File: config.mk
export PLATFORM = sky130hd
export DESIGN_NAME = tcm_dport_ctrl_flat
export DESIGN_NICKNAME = d
export VERILOG_FILES = /design/src/rtl/tcm_dport_ctrl_pkg.sv /design/src/rtl/tcm_dport_ctrl_if.sv /design/src/rtl/tcm_dport_ctrl.sv /design/src/flat_wrapper.sv
export SDC_FILE = /design/constraint.sdc
export NUM_CORES = 1
export LEC_CHECK = 0
export ABC_CLOCK_PERIOD_IN_PS = 4400
export BUFFER_PORTS_ARGS = -buffer_cell sky130_fd_sc_hd__buf_2
export CORE_AREA = 4 4 107 109
export DETAILED_ROUTE_END_ITERATION = 10
export DIE_AREA = 0 0 111 113
export SYNTH_ARGS = -nofsm -noshare
export SYNTH_HDL_FRONTEND = slang
export SYNTH_SLANG_ARGS = --single-unit
export TNS_END_PERCENT = 30
File: constraint.sdc
create_clock -name clk_i -period 4.4 [get_ports clk_i]
set_input_delay 1.1 -clock clk_i [delete_from_list [all_inputs] [get_ports clk_i]]
set_output_delay 1.1 -clock clk_i [all_outputs]
set_load 0.02 [all_outputs]
File: src/rtl/tcm_dport_ctrl_pkg.sv
`default_nettype none
// ============================================================================
//  Module   : tcm_dport_ctrl_pkg
//  Purpose  : Shared types and constants for the TCM data-port controller
//  Revision : 1.0 - initial release
// ============================================================================
package tcm_dport_ctrl_pkg;

    // Request/response tag width carried through the port.
    localparam int TAG_W = 11;

    // Default byte base address of the TCM window.
    localparam logic [31:0] DEFAULT_TCM_BASE = 32'h0000_0000;

    // Controller states: zero-fill after reset, then normal request service.
    typedef enum logic [0:0] {
        ST_CLEAR = 1'b0,
        ST_IDLE  = 1'b1
    } state_t;

    // Place 32-bit store byte enables into the selected half of the 64-bit word.
    function automatic logic [7:0] lane_wr_mask(input logic lane, input logic [3:0] be);
        return lane ? {be, 4'b0000} : {4'b0000, be};
    endfunction

endpackage
`default_nettype wire

File: src/rtl/tcm_dport_ctrl_if.sv
`default_nettype none
// ============================================================================
//  Module   : tcm_dport_ctrl_if
//  Purpose  : LSU-side tagged request/response bus of the TCM data port
//  Revision : 1.0 - initial release
// ============================================================================
interface tcm_dport_ctrl_if;
    import tcm_dport_ctrl_pkg::*;

    // Request side (driven by the LSU)
    logic [31:0]      mem_addr_i;
    logic [31:0]      mem_data_wr_i;
    logic             mem_rd_i;
    logic [3:0]       mem_wr_i;
    logic             mem_cacheable_i;
    logic [TAG_W-1:0] mem_req_tag_i;
    logic             mem_invalidate_i;
    logic             mem_writeback_i;
    logic             mem_flush_i;

    // Response side (driven by the controller)
    logic             mem_accept_o;
    logic             mem_ack_o;
    logic             mem_error_o;
    logic [TAG_W-1:0] mem_resp_tag_o;
    logic [31:0]      mem_data_rd_o;

    // LSU view
    modport master (
        output mem_addr_i, mem_data_wr_i, mem_rd_i, mem_wr_i, mem_cacheable_i,
               mem_req_tag_i, mem_invalidate_i, mem_writeback_i, mem_flush_i,
        input  mem_accept_o, mem_ack_o, mem_error_o, mem_resp_tag_o, mem_data_rd_o
    );

    // Controller view
    modport slave (
        input  mem_addr_i, mem_data_wr_i, mem_rd_i, mem_wr_i, mem_cacheable_i,
               mem_req_tag_i, mem_invalidate_i, mem_writeback_i, mem_flush_i,
        output mem_accept_o, mem_ack_o, mem_error_o, mem_resp_tag_o, mem_data_rd_o
    );

endinterface
`default_nettype wire

File: src/rtl/tcm_dport_ctrl.sv
`default_nettype none
// ============================================================================
//  Module   : tcm_dport_ctrl
//  Purpose  : Core-side controller for one port of the dual-port 64-bit TCM.
//             Converts tagged 32-bit LSU requests into byte-masked 64-bit RAM
//             accesses, returns a tagged response one cycle later, flags
//             out-of-window addresses, and optionally zero-fills the RAM
//             after reset before accepting traffic.
//  Revision : 1.0 - initial release
// ============================================================================
module tcm_dport_ctrl
    import tcm_dport_ctrl_pkg::*;
#(
    parameter int          TCM_MEM_SIZE   = 65536,
    parameter logic [31:0] TCM_BASE       = DEFAULT_TCM_BASE,
    parameter bit          CLEAR_ON_RESET = 1'b1,
    localparam int         DEPTH          = TCM_MEM_SIZE / 8,
    localparam int         AW             = $clog2(DEPTH)
) (
    input  wire logic          clk_i,
    input  wire logic          rst_i,
    tcm_dport_ctrl_if.slave    mem,
    output logic [AW-1:0]      ram_addr_o,
    output logic [63:0]        ram_data_wr_o,
    output logic [7:0]         ram_wr_o,
    input  wire logic [63:0]   ram_data_rd_i
);

    localparam logic [31:0]   C_SIZE        = TCM_MEM_SIZE;
    localparam logic [AW-1:0] C_LAST        = AW'(DEPTH - 1);
    localparam logic [AW-1:0] C_ONE         = AW'(1);
    localparam state_t        C_RESET_STATE = CLEAR_ON_RESET ? ST_CLEAR : ST_IDLE;

    state_t           state_q, state_d;
    logic [AW-1:0]    clr_cnt_q, clr_cnt_d;
    logic             ack_q, ack_d;
    logic             err_q, err_d;
    logic             lane_q, lane_d;
    logic             rd_q, rd_d;
    logic [TAG_W-1:0] tag_q, tag_d;

    // Address decode relative to the TCM window.
    logic [31:0] w_off;
    logic        w_in_range;
    logic        w_lane;
    logic        w_store;
    logic        w_maint;
    logic        w_valid;
    logic        w_unused;

    assign w_off      = mem.mem_addr_i - TCM_BASE;
    assign w_in_range = (w_off < C_SIZE);
    assign w_lane     = w_off[2];
    assign w_store    = |mem.mem_wr_i;
    assign w_maint    = mem.mem_invalidate_i | mem.mem_writeback_i | mem.mem_flush_i;
    assign w_valid    = mem.mem_rd_i | w_store | w_maint;

    // Cacheability hint and byte offset inside a word carry no meaning here.
    assign w_unused = ^{mem.mem_cacheable_i, w_off[31:AW+3], w_off[1:0]};

    // Next-state, RAM drive and response capture for the clear/idle FSM.
    always_comb begin
        state_d          = state_q;
        clr_cnt_d        = clr_cnt_q;
        ack_d            = 1'b0;
        err_d            = 1'b0;
        rd_d             = 1'b0;
        lane_d           = lane_q;
        tag_d            = tag_q;
        mem.mem_accept_o = 1'b0;
        ram_addr_o       = w_off[AW+2:3];
        ram_data_wr_o    = {mem.mem_data_wr_i, mem.mem_data_wr_i};
        ram_wr_o         = 8'h00;

        case (state_q)
            ST_CLEAR: begin
                // Reset holds the state here; keep the RAM untouched until release.
                ram_addr_o    = clr_cnt_q;
                ram_data_wr_o = 64'h0;
                ram_wr_o      = rst_i ? 8'h00 : 8'hFF;
                clr_cnt_d     = clr_cnt_q + C_ONE;
                if (clr_cnt_q == C_LAST) begin
                    state_d   = ST_IDLE;
                    clr_cnt_d = '0;
                end
            end

            ST_IDLE: begin
                mem.mem_accept_o = 1'b1;
                if (w_valid) begin
                    ack_d  = 1'b1;
                    tag_d  = mem.mem_req_tag_i;
                    lane_d = w_lane;
                    // Any load/store decodes the address; a pure maintenance op
                    // never touches the RAM and never errors.
                    if (mem.mem_rd_i || w_store) begin
                        if (w_in_range) begin
                            rd_d = mem.mem_rd_i;
                            if (w_store) begin
                                ram_wr_o = lane_wr_mask(w_lane, mem.mem_wr_i);
                            end
                        end else begin
                            err_d = 1'b1;
                        end
                    end
                end
            end

            default: begin
                state_d = C_RESET_STATE;
            end
        endcase
    end

    // State, clear counter and one-cycle response registers.
    always_ff @(posedge clk_i or posedge rst_i) begin
        if (rst_i) begin
            state_q   <= C_RESET_STATE;
            clr_cnt_q <= '0;
            ack_q     <= 1'b0;
            err_q     <= 1'b0;
            lane_q    <= 1'b0;
            rd_q      <= 1'b0;
            tag_q     <= '0;
        end else begin
            state_q   <= state_d;
            clr_cnt_q <= clr_cnt_d;
            ack_q     <= ack_d;
            err_q     <= err_d;
            lane_q    <= lane_d;
            rd_q      <= rd_d;
            tag_q     <= tag_d;
        end
    end

    // Response outputs; load data comes straight from the RAM's output register.
    assign mem.mem_ack_o      = ack_q;
    assign mem.mem_error_o    = err_q;
    assign mem.mem_resp_tag_o = tag_q;
    assign mem.mem_data_rd_o  = (ack_q & rd_q & ~err_q)
                              ? (lane_q ? ram_data_rd_i[63:32] : ram_data_rd_i[31:0])
                              : 32'h0;

endmodule
`default_nettype wire
File: src/flat_wrapper.sv
// flat-port wrapper written by rule: the top's interface ports become plain ports
module tcm_dport_ctrl_flat import tcm_dport_ctrl_pkg::*;
#(
    parameter int          TCM_MEM_SIZE   = 65536,
    parameter logic [31:0] TCM_BASE       = DEFAULT_TCM_BASE,
    parameter bit          CLEAR_ON_RESET = 1'b1,
    localparam int         DEPTH          = TCM_MEM_SIZE / 8,
    localparam int         AW             = $clog2(DEPTH)
)
  (clk_i, rst_i, ram_addr_o, ram_data_wr_o, ram_wr_o, ram_data_rd_i, mem_mem_addr_i, mem_mem_data_wr_i, mem_mem_rd_i, mem_mem_wr_i, mem_mem_cacheable_i, mem_mem_req_tag_i, mem_mem_invalidate_i, mem_mem_writeback_i, mem_mem_flush_i, mem_mem_accept_o, mem_mem_ack_o, mem_mem_error_o, mem_mem_resp_tag_o, mem_mem_data_rd_o);
  tcm_dport_ctrl_if mem_i ();
  input  wire logic clk_i;
  input  wire logic rst_i;
  output logic [AW-1:0] ram_addr_o;
  output logic [63:0] ram_data_wr_o;
  output logic [7:0] ram_wr_o;
  input  wire logic [63:0] ram_data_rd_i;
  input wire logic [$bits(mem_i.mem_addr_i)-1:0] mem_mem_addr_i;
  input wire logic [$bits(mem_i.mem_data_wr_i)-1:0] mem_mem_data_wr_i;
  input wire logic [$bits(mem_i.mem_rd_i)-1:0] mem_mem_rd_i;
  input wire logic [$bits(mem_i.mem_wr_i)-1:0] mem_mem_wr_i;
  input wire logic [$bits(mem_i.mem_cacheable_i)-1:0] mem_mem_cacheable_i;
  input wire logic [$bits(mem_i.mem_req_tag_i)-1:0] mem_mem_req_tag_i;
  input wire logic [$bits(mem_i.mem_invalidate_i)-1:0] mem_mem_invalidate_i;
  input wire logic [$bits(mem_i.mem_writeback_i)-1:0] mem_mem_writeback_i;
  input wire logic [$bits(mem_i.mem_flush_i)-1:0] mem_mem_flush_i;
  output wire logic [$bits(mem_i.mem_accept_o)-1:0] mem_mem_accept_o;
  output wire logic [$bits(mem_i.mem_ack_o)-1:0] mem_mem_ack_o;
  output wire logic [$bits(mem_i.mem_error_o)-1:0] mem_mem_error_o;
  output wire logic [$bits(mem_i.mem_resp_tag_o)-1:0] mem_mem_resp_tag_o;
  output wire logic [$bits(mem_i.mem_data_rd_o)-1:0] mem_mem_data_rd_o;
  assign mem_i.mem_addr_i = mem_mem_addr_i;
  assign mem_i.mem_data_wr_i = mem_mem_data_wr_i;
  assign mem_i.mem_rd_i = mem_mem_rd_i;
  assign mem_i.mem_wr_i = mem_mem_wr_i;
  assign mem_i.mem_cacheable_i = mem_mem_cacheable_i;
  assign mem_i.mem_req_tag_i = mem_mem_req_tag_i;
  assign mem_i.mem_invalidate_i = mem_mem_invalidate_i;
  assign mem_i.mem_writeback_i = mem_mem_writeback_i;
  assign mem_i.mem_flush_i = mem_mem_flush_i;
  assign mem_mem_accept_o = mem_i.mem_accept_o;
  assign mem_mem_ack_o = mem_i.mem_ack_o;
  assign mem_mem_error_o = mem_i.mem_error_o;
  assign mem_mem_resp_tag_o = mem_i.mem_resp_tag_o;
  assign mem_mem_data_rd_o = mem_i.mem_data_rd_o;
  tcm_dport_ctrl #(.TCM_MEM_SIZE(TCM_MEM_SIZE), .TCM_BASE(TCM_BASE), .CLEAR_ON_RESET(CLEAR_ON_RESET)) u_core (.clk_i(clk_i), .rst_i(rst_i), .mem(mem_i), .ram_addr_o(ram_addr_o), .ram_data_wr_o(ram_data_wr_o), .ram_wr_o(ram_wr_o), .ram_data_rd_i(ram_data_rd_i));
endmodule
=== After elaboration in Yosys (flattened, before gate mapping) ===
Cells that the tools add are included.

* Flip-flop bits (word level): 29

* $add $sub $neg: 1
* $lt $le $gt $ge: 1
* Equality and inequality tests: 1
* Muxes and demuxes: 25
* Bitwise logic cells: 8
* Reductions and logical operators: 3

{| class="wikitable"
|+ Operator list
! operator !! number
|-
| two-way mux 32 bit || 2
|-
| two-way mux 64 bit || 1
|-
| two-way mux 8 bit || 6
|-
| < comparator 32 x 17 -> 1 bit (second input constant) || 1
|-
| two-way mux 13 bit || 2
|-
| one-hot mux 8 bit (2 select lines) || 1
|-
| adder 13 x 1 -> 13 bit (second input constant) || 1
|-
| equality test 13 bit (second input constant) || 1
|-
| two-way mux 1 bit || 13
|-
| bitwise OR 1 bit || 4
|-
| OR reduction 4 bit || 1
|-
| bitwise AND 1 bit || 2
|-
| NOT 1 bit || 2
|-
| AND reduction 2 bit || 1
|-
| logical OR 1 bit || 1
|}

=== Depth between registers and ports, before layout ===
Gate-level depths: netlist of the first run.

* Word-level depth: 6
* Mapped depth: 5

=== Worst setup path before layout of the first run ===
No wires, ideal clock.

* Path kind: in2out
* Start: in mem_mem_addr_i[25]
* End: out ram_wr_o[4]
* Arrival time: 2.194 ns
* Required time: 3.300 ns
* Setup slack: 1.106 ns
* Cell stages on the path: 4
* Cells stage by stage: nor4_1 and3_1 nand3_1 o22ai_1

* Cells in the longest elaborated chain, start to end: 5

{| class="wikitable"
|+ Ends and longest elaborated chain
! what !! RTL line !! RTL
|-
| from (decl) || flat_wrapper.sv:18 || <nowiki>input wire logic [$bits(mem_i.mem_addr_i)-1:0] mem_mem_addr_i;</nowiki>
|-
| < comparator 32 x 17 -> 1 bit || tcm_dport_ctrl.sv:52 || <nowiki>assign w_in_range = (w_off < C_SIZE);</nowiki>
|-
| two-way mux 8 bit || tcm_dport_ctrl.sv:97 || <nowiki>if (w_in_range) begin</nowiki>
|-
| two-way mux 8 bit || tcm_dport_ctrl.sv:96 || <nowiki>if (mem.mem_rd_i || w_store) begin</nowiki>
|-
| two-way mux 8 bit || tcm_dport_ctrl.sv:90 || <nowiki>if (w_valid) begin</nowiki>
|-
| one-hot mux 8 bit (2 select lines) || tcm_dport_ctrl.sv:75 || <nowiki>case (state_q)</nowiki>
|-
| to (decl) || flat_wrapper.sv:16 || <nowiki>output logic [7:0] ram_wr_o;</nowiki>
|}

Every way passes these cells.

=== Final worst setup path of the first run ===
* Start: in mem_mem_addr_i[25]
* End: out ram_wr_o[6]

The elaborated chain is that of the path after synthesis.

==> results of run 1 <==
layout make-up:
| cell class | count | area [um^2] | area share [%] |
|---|---|---|---|
| clock buffers | 7 | 86.3 | 2.21 |
| clock inverters | 1 | 30.0 | 0.768 |
| inverters | 7 | 26.3 | 0.672 |
| multi-input cells | 198 | 1450 | 37.1 |
| flip-flops and latches | 29 | 727 | 18.6 |
| well taps | 140 | 175 | 4.48 |
| repair buffers | 281 | 1420 | 36.2 |
worst register-to-register path, delay by kind of cell, from the launching register on:
| kind | cells | cell delay (ps) |
|---|---|---|
| muxes | 1 | 340 |
| AOI/OAI and AO/OA | 1 | 130 |
| DFF | 1 | 700 |
| buffers and inverters | 2 | 600 |
report_power, final:
group | leakage, nW | internal, mW | switching, mW
clock | 0.0585 | 0.184 | 0.103
sequential | 0.389 | 0.267 | 0
combinational | 1.85 | 0.0574 | 0.0416
flip-flops by register name, indices dropped and copies added (netlist names):
name and cells:
u_core.mem.mem_resp_tag_o 11, u_core.state_q 1, u_core.mem.mem_ack_o 1, u_core.rd_q 1
u_core.lane_q 1, u_core.mem.mem_error_o 1, u_core.clr_cnt_q 13
logic make-up (layout without fill, tap and decap cells):
family          count (synthesis)  count (layout)
compound gates                 16              16
flops                          29              29
xor+xnor                       11              11
mux                            54              54
buf+inv                        54             296
fa+ha+maj                       1               1
simple gates                  116             116
cell usage in the layout, fill, tap and decap left out, drive strengths merged:
cell type	n
o41ai	2
o22ai	4
nor4	6
mux2	22
nor3	4
nor2	45
nand2	16
nand4	2
clkbuf	7
a21oi	1
xor2	2
or3	1
nand3b	2
ha	1
and2	32
buf	281
and3	1
nand2b	1
mux2i	32
o21ai	5
xnor2	9
dfrtp	29
bufinv	1
a21o	4
inv	7
nand3	6
stage by stage:
| step | setup WS, ps | util, % | hold slack [ps] |
|---|---|---|---|
| floorplan | 1110 | - | 478 |
| global placement | 655 | 35.8 | 489 |
| detailed placement | 632 | 35.8 | 495 |
| CTS | 618 | 36.9 | 512 |
| global route | 497 | 36.9 | 522 |
| finish | 713 | 36.9 | 506 |
worst paths after layout:
| check | startpoint | end | slack (ps) | cells after the start |
|---|---|---|---|---|
| worst min-delay path | u_core.lane_q | u_core.lane_q | 510 | 1 |
| worst max-delay path | mem_mem_addr_i[25] | ram_wr_o[6] | 710 | 6 |
| worst min register to register | u_core.lane_q | u_core.lane_q | 510 | 1 |
| worst max register to register | u_core.state_q | u_core.mem.mem_resp_tag_o[5] | 2520 | 4 |
| max in group asynchronous | rst_i | u_core.state_q | 3150 | 3 |
| min in group asynchronous | rst_i | u_core.mem.mem_resp_tag_o[6] | 940 | 3 |
cell usage after synthesis, types with 2 or more instances:
| cell | instances | area share (%) |
|---|---|---|
| sky130_fd_sc_hd__dfrtp_1 | 29 | 29 |
| sky130_fd_sc_hd__buf_2 | 5 | 1.0 |
| sky130_fd_sc_hd__mux2_4 | 9 | 5.4 |
| sky130_fd_sc_hd__nand3b_1 | 2 | 0.60 |
| sky130_fd_sc_hd__clkbuf_1 | 9 | 1.3 |
| sky130_fd_sc_hd__o22ai_1 | 4 | 1.0 |
| sky130_fd_sc_hd__mux2i_1 | 32 | 13 |
| sky130_fd_sc_hd__nor2_1 | 44 | 6.6 |
| sky130_fd_sc_hd__nor4_1 | 5 | 1.2 |
| sky130_fd_sc_hd__nand2_1 | 15 | 2.2 |
| sky130_fd_sc_hd__inv_1 | 7 | 1.0 |
| sky130_fd_sc_hd__nand3_1 | 6 | 1.2 |
| sky130_fd_sc_hd__xor2_1 | 2 | 0.70 |
| sky130_fd_sc_hd__nor3_2 | 2 | 0.80 |
| sky130_fd_sc_hd__xnor2_1 | 9 | 3.1 |
| sky130_fd_sc_hd__a21o_1 | 3 | 0.90 |
| sky130_fd_sc_hd__buf_4 | 32 | 9.6 |
| sky130_fd_sc_hd__nand4_1 | 2 | 0.50 |
| sky130_fd_sc_hd__and2_1 | 32 | 8.0 |
| sky130_fd_sc_hd__o21ai_0 | 5 | 1.0 |
| sky130_fd_sc_hd__mux2_2 | 13 | 5.8 |
layer usage:
| layer | global-route usage (%) | routed length [um] |
|---|---|---|
| met1 | 17.7 | 3910 |
| met2 | 27.4 | 5190 |
| met5 | 0 | 0 |
| met4 | 2.96 | 78 |
| met3 | 3.53 | 737 |
==> impl_metrics.env, run 1 <==
export IMPL_final_net_count=673
export IMPL_period_needed_ps=3690
export IMPL_diodes=0
export IMPL_crit_path_end_kind="primary output"
export IMPL_hold_violations=0
export IMPL_syn_area_per_cell_um2=8.94
export IMPL_dr_iter_0_viols=88
export IMPL_post_route_period_util_pct=83.8
export IMPL_worst_path_dominant_cell_family="simple AND/OR/NAND/NOR gates"
export IMPL_synth_seq_area_share_pct=28.9
export IMPL_critical_path_max_stage_delay_ps=510
export IMPL_placed_cells=655
export IMPL_grt_antenna_before_repair=0
export IMPL_grt_max_degree=36
export IMPL_synth_adder_area_share_pct=0.498
export IMPL_criticalPathCategory="input pin to primary output"
export IMPL_critical_path_cell_chain="buf_2 -> nor4_1 -> and3_1 -> nand3_1 -> o22ai_1 -> buf_2"
export IMPL_timing_critical_path_required_ps=3300
export IMPL_setup_repair_after_global_routing_missed_its_margin="no"
export IMPL_power_density_nw_per_um2=167
export IMPL_fin_tns_setup_ps=0
export IMPL_gr_total_overflow=0
export IMPL_syn_num_nets=432
export IMPL_core_um2=10600
export IMPL_drt_wl_total_um=9920
export IMPL_filler_cell_count=1077
export IMPL_io_buffer_count=277
export IMPL_synth_mux_area_share_pct=24.0
export IMPL_power_mw=0.653
export IMPL_power_static_leakage_nw=2.30
export IMPL_fin_worst_skew_ps=6.27
export IMPL_largest_family_of_logic_cells_by_synthesized_area="simple AND/OR/NAND/NOR gates"
export IMPL_synth_distinct_cells=35
export IMPL_max_h_tree_level=2
export IMPL_cp_common_cell="sky130_fd_sc_hd__buf_2"
export IMPL_synth_seq_cells=29
export IMPL_synthesis_instances=281
export IMPL_cts_repair_resized=0
export IMPL_finalWeightedCongestion=0.915
export IMPL_maximum_fanout_along_the_worst_path=4
export IMPL_max_cap_violations=0
export IMPL_die_area_um2=12500
export IMPL_finish_cell_count_without_fillers=663
export IMPL_first_global_vias=2865
export IMPL_final_area_um2=3910
export IMPL_effective_utilization_at_floorplan_pct=23.7
export IMPL_number_of_synthesized_flops_with_an_enable_pin=0
export IMPL_async_flop_share_pct=100
export IMPL_die_height_um=113
export IMPL_yosys_area_share_simple_pct=24.2
export IMPL_cts_clk_slew_worst_paths_ps=60
export IMPL_layout_drive_gt1_share_pct=61.6
export IMPL_status="finished, final reports clean"
export IMPL_synth_main_ff_cell="sky130_fd_sc_hd__dfrtp_1"
export IMPL_timing_worst_slew_pin_value_ps=1170
export IMPL_clk_path_buf_depth=2
export IMPL_clock_tree_root_cell="sky130_fd_sc_hd__clkbuf_8"
export IMPL_numClockSinks=29
export IMPL_arrival_ps=2590
export IMPL_maxClockFrequency_mhz=271
export IMPL_critical_path_buf_inv_count=2
export IMPL_type_of_the_tightest_min_delay_check="register to register"
export IMPL_synth_cell_area_um2=2510
export IMPL_ctsHoldBuffers=0
export IMPL_drc=0
export IMPL_synthToLayoutAreaGrowth_pct=55.7
export IMPL_worst_setup_path_start_kind="input pin"
export IMPL_wl_per_cell_um=15.0
export IMPL_place_area_um2=3790
export IMPL_num_io_pins=281
export IMPL_drt_first_pass_iters=4
export IMPL_grt_util_all_layers_pct=14.9
export IMPL_grt_pass1_wl_um=15200
export IMPL_fp_dieW_um=111
export IMPL_worst_skew_pair_late_latency_ps=280
export IMPL_setup_viol_count_final=0
export IMPL_num_vias=2814
export IMPL_tritoncts="done"
export IMPL_setup_buffers_after_cts=0
export IMPL_slowest_stage="sky130_fd_sc_hd__nor4_1"
export IMPL_ant_nets=0
export IMPL_worst_ir_drop_vdd_v=0.0000967
export IMPL_dpl_hpwl_um=8480
export IMPL_vias_cell=4.24
export IMPL_relSlewSlack_pct=21.5
export IMPL_drv_slew=0
export IMPL_rows=38
export IMPL_yosys_area_share_xor_xnor_pct=3.84
export IMPL_synth_warnings=0
export IMPL_cts_buffers_inserted=5
export IMPL_synth_compound_area_share_pct=5.18
Note: power is estimated with default switching activity, not from simulation.
==> run 2: changes to the inputs <==
--- a/config.mk
+++ b/config.mk
@@ -5,7 +5,7 @@
 export SDC_FILE = /design/constraint.sdc
 export NUM_CORES = 1
 export LEC_CHECK = 0
-export ABC_CLOCK_PERIOD_IN_PS = 4400
+export ABC_CLOCK_PERIOD_IN_PS = 3350
 export BUFFER_PORTS_ARGS = -buffer_cell sky130_fd_sc_hd__buf_2
 export CORE_AREA = 4 4 107 109
 export DETAILED_ROUTE_END_ITERATION = 10
==> constraint.sdc (replaced) <==
create_clock -name clk_i -period 3.35 [get_ports clk_i]
set_input_delay 0.8375 -clock clk_i [delete_from_list [all_inputs] [get_ports clk_i]]
set_output_delay 0.8375 -clock clk_i [all_outputs]
set_load 0.02 [all_outputs]
==> run 2 against run 1 <==
Highest routed layer unchanged. Global-route usage is 0.13 points lower. Clock skew up 5.0 ps. Sequential share of layout area down 0.071 points.
==> impl_metrics.env, run 2 (synthesized netlist as in run 1, its figures left out) <==
export IMPL_status="finished, final reports clean"
export IMPL_layout_drive_gt1_share_pct=61.7
export IMPL_timing_worst_slew_pin_value_ps=647
export IMPL_fin_worst_skew_ps=11.2
export IMPL_worst_path_dominant_cell_family="simple AND/OR/NAND/NOR gates"
export IMPL_reported_net_switching_power_mw=0.194
export IMPL_maxClockFrequency_mhz=316
export IMPL_cts_buffers_inserted=5
export IMPL_fin_tns_setup_ps=0
export IMPL_vias_cell=4.31
export IMPL_fp_dieW_um=111
export IMPL_max_h_tree_level=2
export IMPL_max_cap_violations=0
export IMPL_dpl_hpwl_um=8580
export IMPL_largest_register="u_core.clr_cnt_q"
export IMPL_cp_common_cell="sky130_fd_sc_hd__buf_2"
export IMPL_io_buffer_count=277
export IMPL_grt_pass1_wl_um=15100
export IMPL_final_cell_mix="sky130_fd_sc_hd__buf_2, sky130_fd_sc_hd__nor2_1, sky130_fd_sc_hd__mux2i_1, sky130_fd_sc_hd__and2_1, sky130_fd_sc_hd__dfrtp_1"
export IMPL_final_net_count=675
export IMPL_drv_slew=0
export IMPL_numClockSinks=29
export IMPL_critical_path_cell_chain="buf_2 -> nor4_1 -> buf_4 -> and3_1 -> nand3_1 -> o22ai_1 -> buf_2"
export IMPL_cp_num_cells=7
export IMPL_grt_antenna_before_repair=0
export IMPL_ctsHoldBuffers=0
export IMPL_grt_util_all_layers_pct=14.8
export IMPL_finish_cell_count_without_fillers=665
export IMPL_worst_r2r_startpoint="u_core.state_q"
export IMPL_slowest_stage="sky130_fd_sc_hd__nor4_1"
export IMPL_final_common_cell="sky130_fd_sc_hd__buf_2"
export IMPL_rows=38
export IMPL_cell_int_power_mw=0.668
export IMPL_placed_cells=657
export IMPL_pwr_share_comb_pct=15.2
export IMPL_setup_viol_count_final=0
export IMPL_critical_path_max_stage_delay_ps=360
export IMPL_timing_critical_path_required_ps=2510
export IMPL_wl_met3_um=812
export IMPL_relSlewSlack_pct=56.8
export IMPL_num_io_pins=281
export IMPL_die_height_um=113
export IMPL_hold_violations=0
export IMPL_tritoncts="done"
export IMPL_power_frac_clock_pct=44.2
export IMPL_worst_ir_drop_vdd_v=0.000163
export IMPL_power_density_nw_per_um2=220
export IMPL_type_of_the_tightest_min_delay_check="register to register"
export IMPL_maximum_fanout_along_the_worst_path=4
export IMPL_post_route_period_util_pct=94.4
export IMPL_drt_met1_wl_um=3750
export IMPL_clock_tree_root_cell="sky130_fd_sc_hd__clkbuf_8"
export IMPL_highest_signal_layer="met4"
export IMPL_first_global_vias=2909
export IMPL_grt_max_degree=36
export IMPL_largest_register_ffs=13
export IMPL_diodes=0
export IMPL_effective_utilization_at_floorplan_pct=23.7
export IMPL_power_static_leakage_nw=2.31
export IMPL_num_vias=2867
export IMPL_finalWeightedCongestion=0.907
export IMPL_core_um2=10600
export IMPL_cts_clk_slew_worst_paths_ps=60
export IMPL_seq_power_share_pct=40.6
export IMPL_r2r_cells=4
export IMPL_gr_total_overflow=0
export IMPL_wl_per_cell_um=14.9
export IMPL_criticalPathCategory="input pin to primary output"
export IMPL_setup_buffers_after_cts=0
export IMPL_synthToLayoutAreaGrowth_pct=56.3
export IMPL_crit_path_end_kind="primary output"
export IMPL_timing_hold_worst_start="u_core.lane_q"
export IMPL_ant_nets=0
export IMPL_critical_path_buf_inv_count=3
export IMPL_die_area_um2=12500
export IMPL_setup_repair_after_global_routing_missed_its_margin="no"
export IMPL_arrival_ps=2320
export IMPL_routed_wire_length_on_met2_um=5230
export IMPL_worst_setup_path_start_kind="input pin"
export IMPL_drt_wl_total_um=9910
export IMPL_swShare_pct=22.5
export IMPL_drc=0
export IMPL_drt_first_pass_iters=4
export IMPL_whs_path_depth=1
export IMPL_worstSetupStartpoint="mem_mem_addr_i[25]"
export IMPL_period_needed_ps=3160
export IMPL_worst_skew_pair_late_latency_ps=280
export IMPL_cts_repair_resized=0
export IMPL_clk_path_buf_depth=2
export IMPL_dr_iter_0_viols=76
run 2: worst paths after layout:
path                                                 to  slack (ps)
min reg2reg                               u_core.lane_q         510
max in group asynchronous                u_core.state_q        2000
max                                         ram_wr_o[5]         190
min                                       u_core.lane_q         510
min in group asynchronous  u_core.mem.mem_resp_tag_o[7]         680
max reg2reg                u_core.mem.mem_resp_tag_o[4]        1480
run 2: stage by stage:
step                      cell area [um^2]  power (mW)  hold slack (ps)  util [%]  worst slack, ps
after floorplan                       2510       0.389              478         -              581
after detailed placement              3810       0.489              493      35.9              191
after CTS                             3930       0.879              510      37.0              169
final                                 3930       0.862              507      37.0              189
after global routing                  3930       0.905              524      37.0             91.1
after global placement                3810       0.486              488      35.9              185
run 2: cell type report:
cell class / count / area [um^2]
Clock buffer: 7 / 86.3
Clock inverter: 1 / 30.0
Fill cell: 1105 / 6680
Inverter: 7 / 26.3
Multi-Input combinational cell: 198 / 1450
Sequential cell: 29 / 727
Tap cell: 140 / 175
Timing Repair Buffer: 283 / 1430
run 2: power by group through the flow:
stage               registers, mW  logic (mW)  clock network [mW]
floorplan                   0.357      0.0321                   0
global placement            0.357       0.129                   0
detailed placement          0.357       0.132                   0
CTS                         0.350       0.133               0.396
global route                0.350       0.147               0.408
finish                      0.350       0.131               0.381
run 2: layer usage:
metal	GRT usage [%]	vias to the layer above
li1	-	1401
met1	16.5	1309
met2	28.3	144
met3	3.80	13
met4	2.87	0
met5	0	-
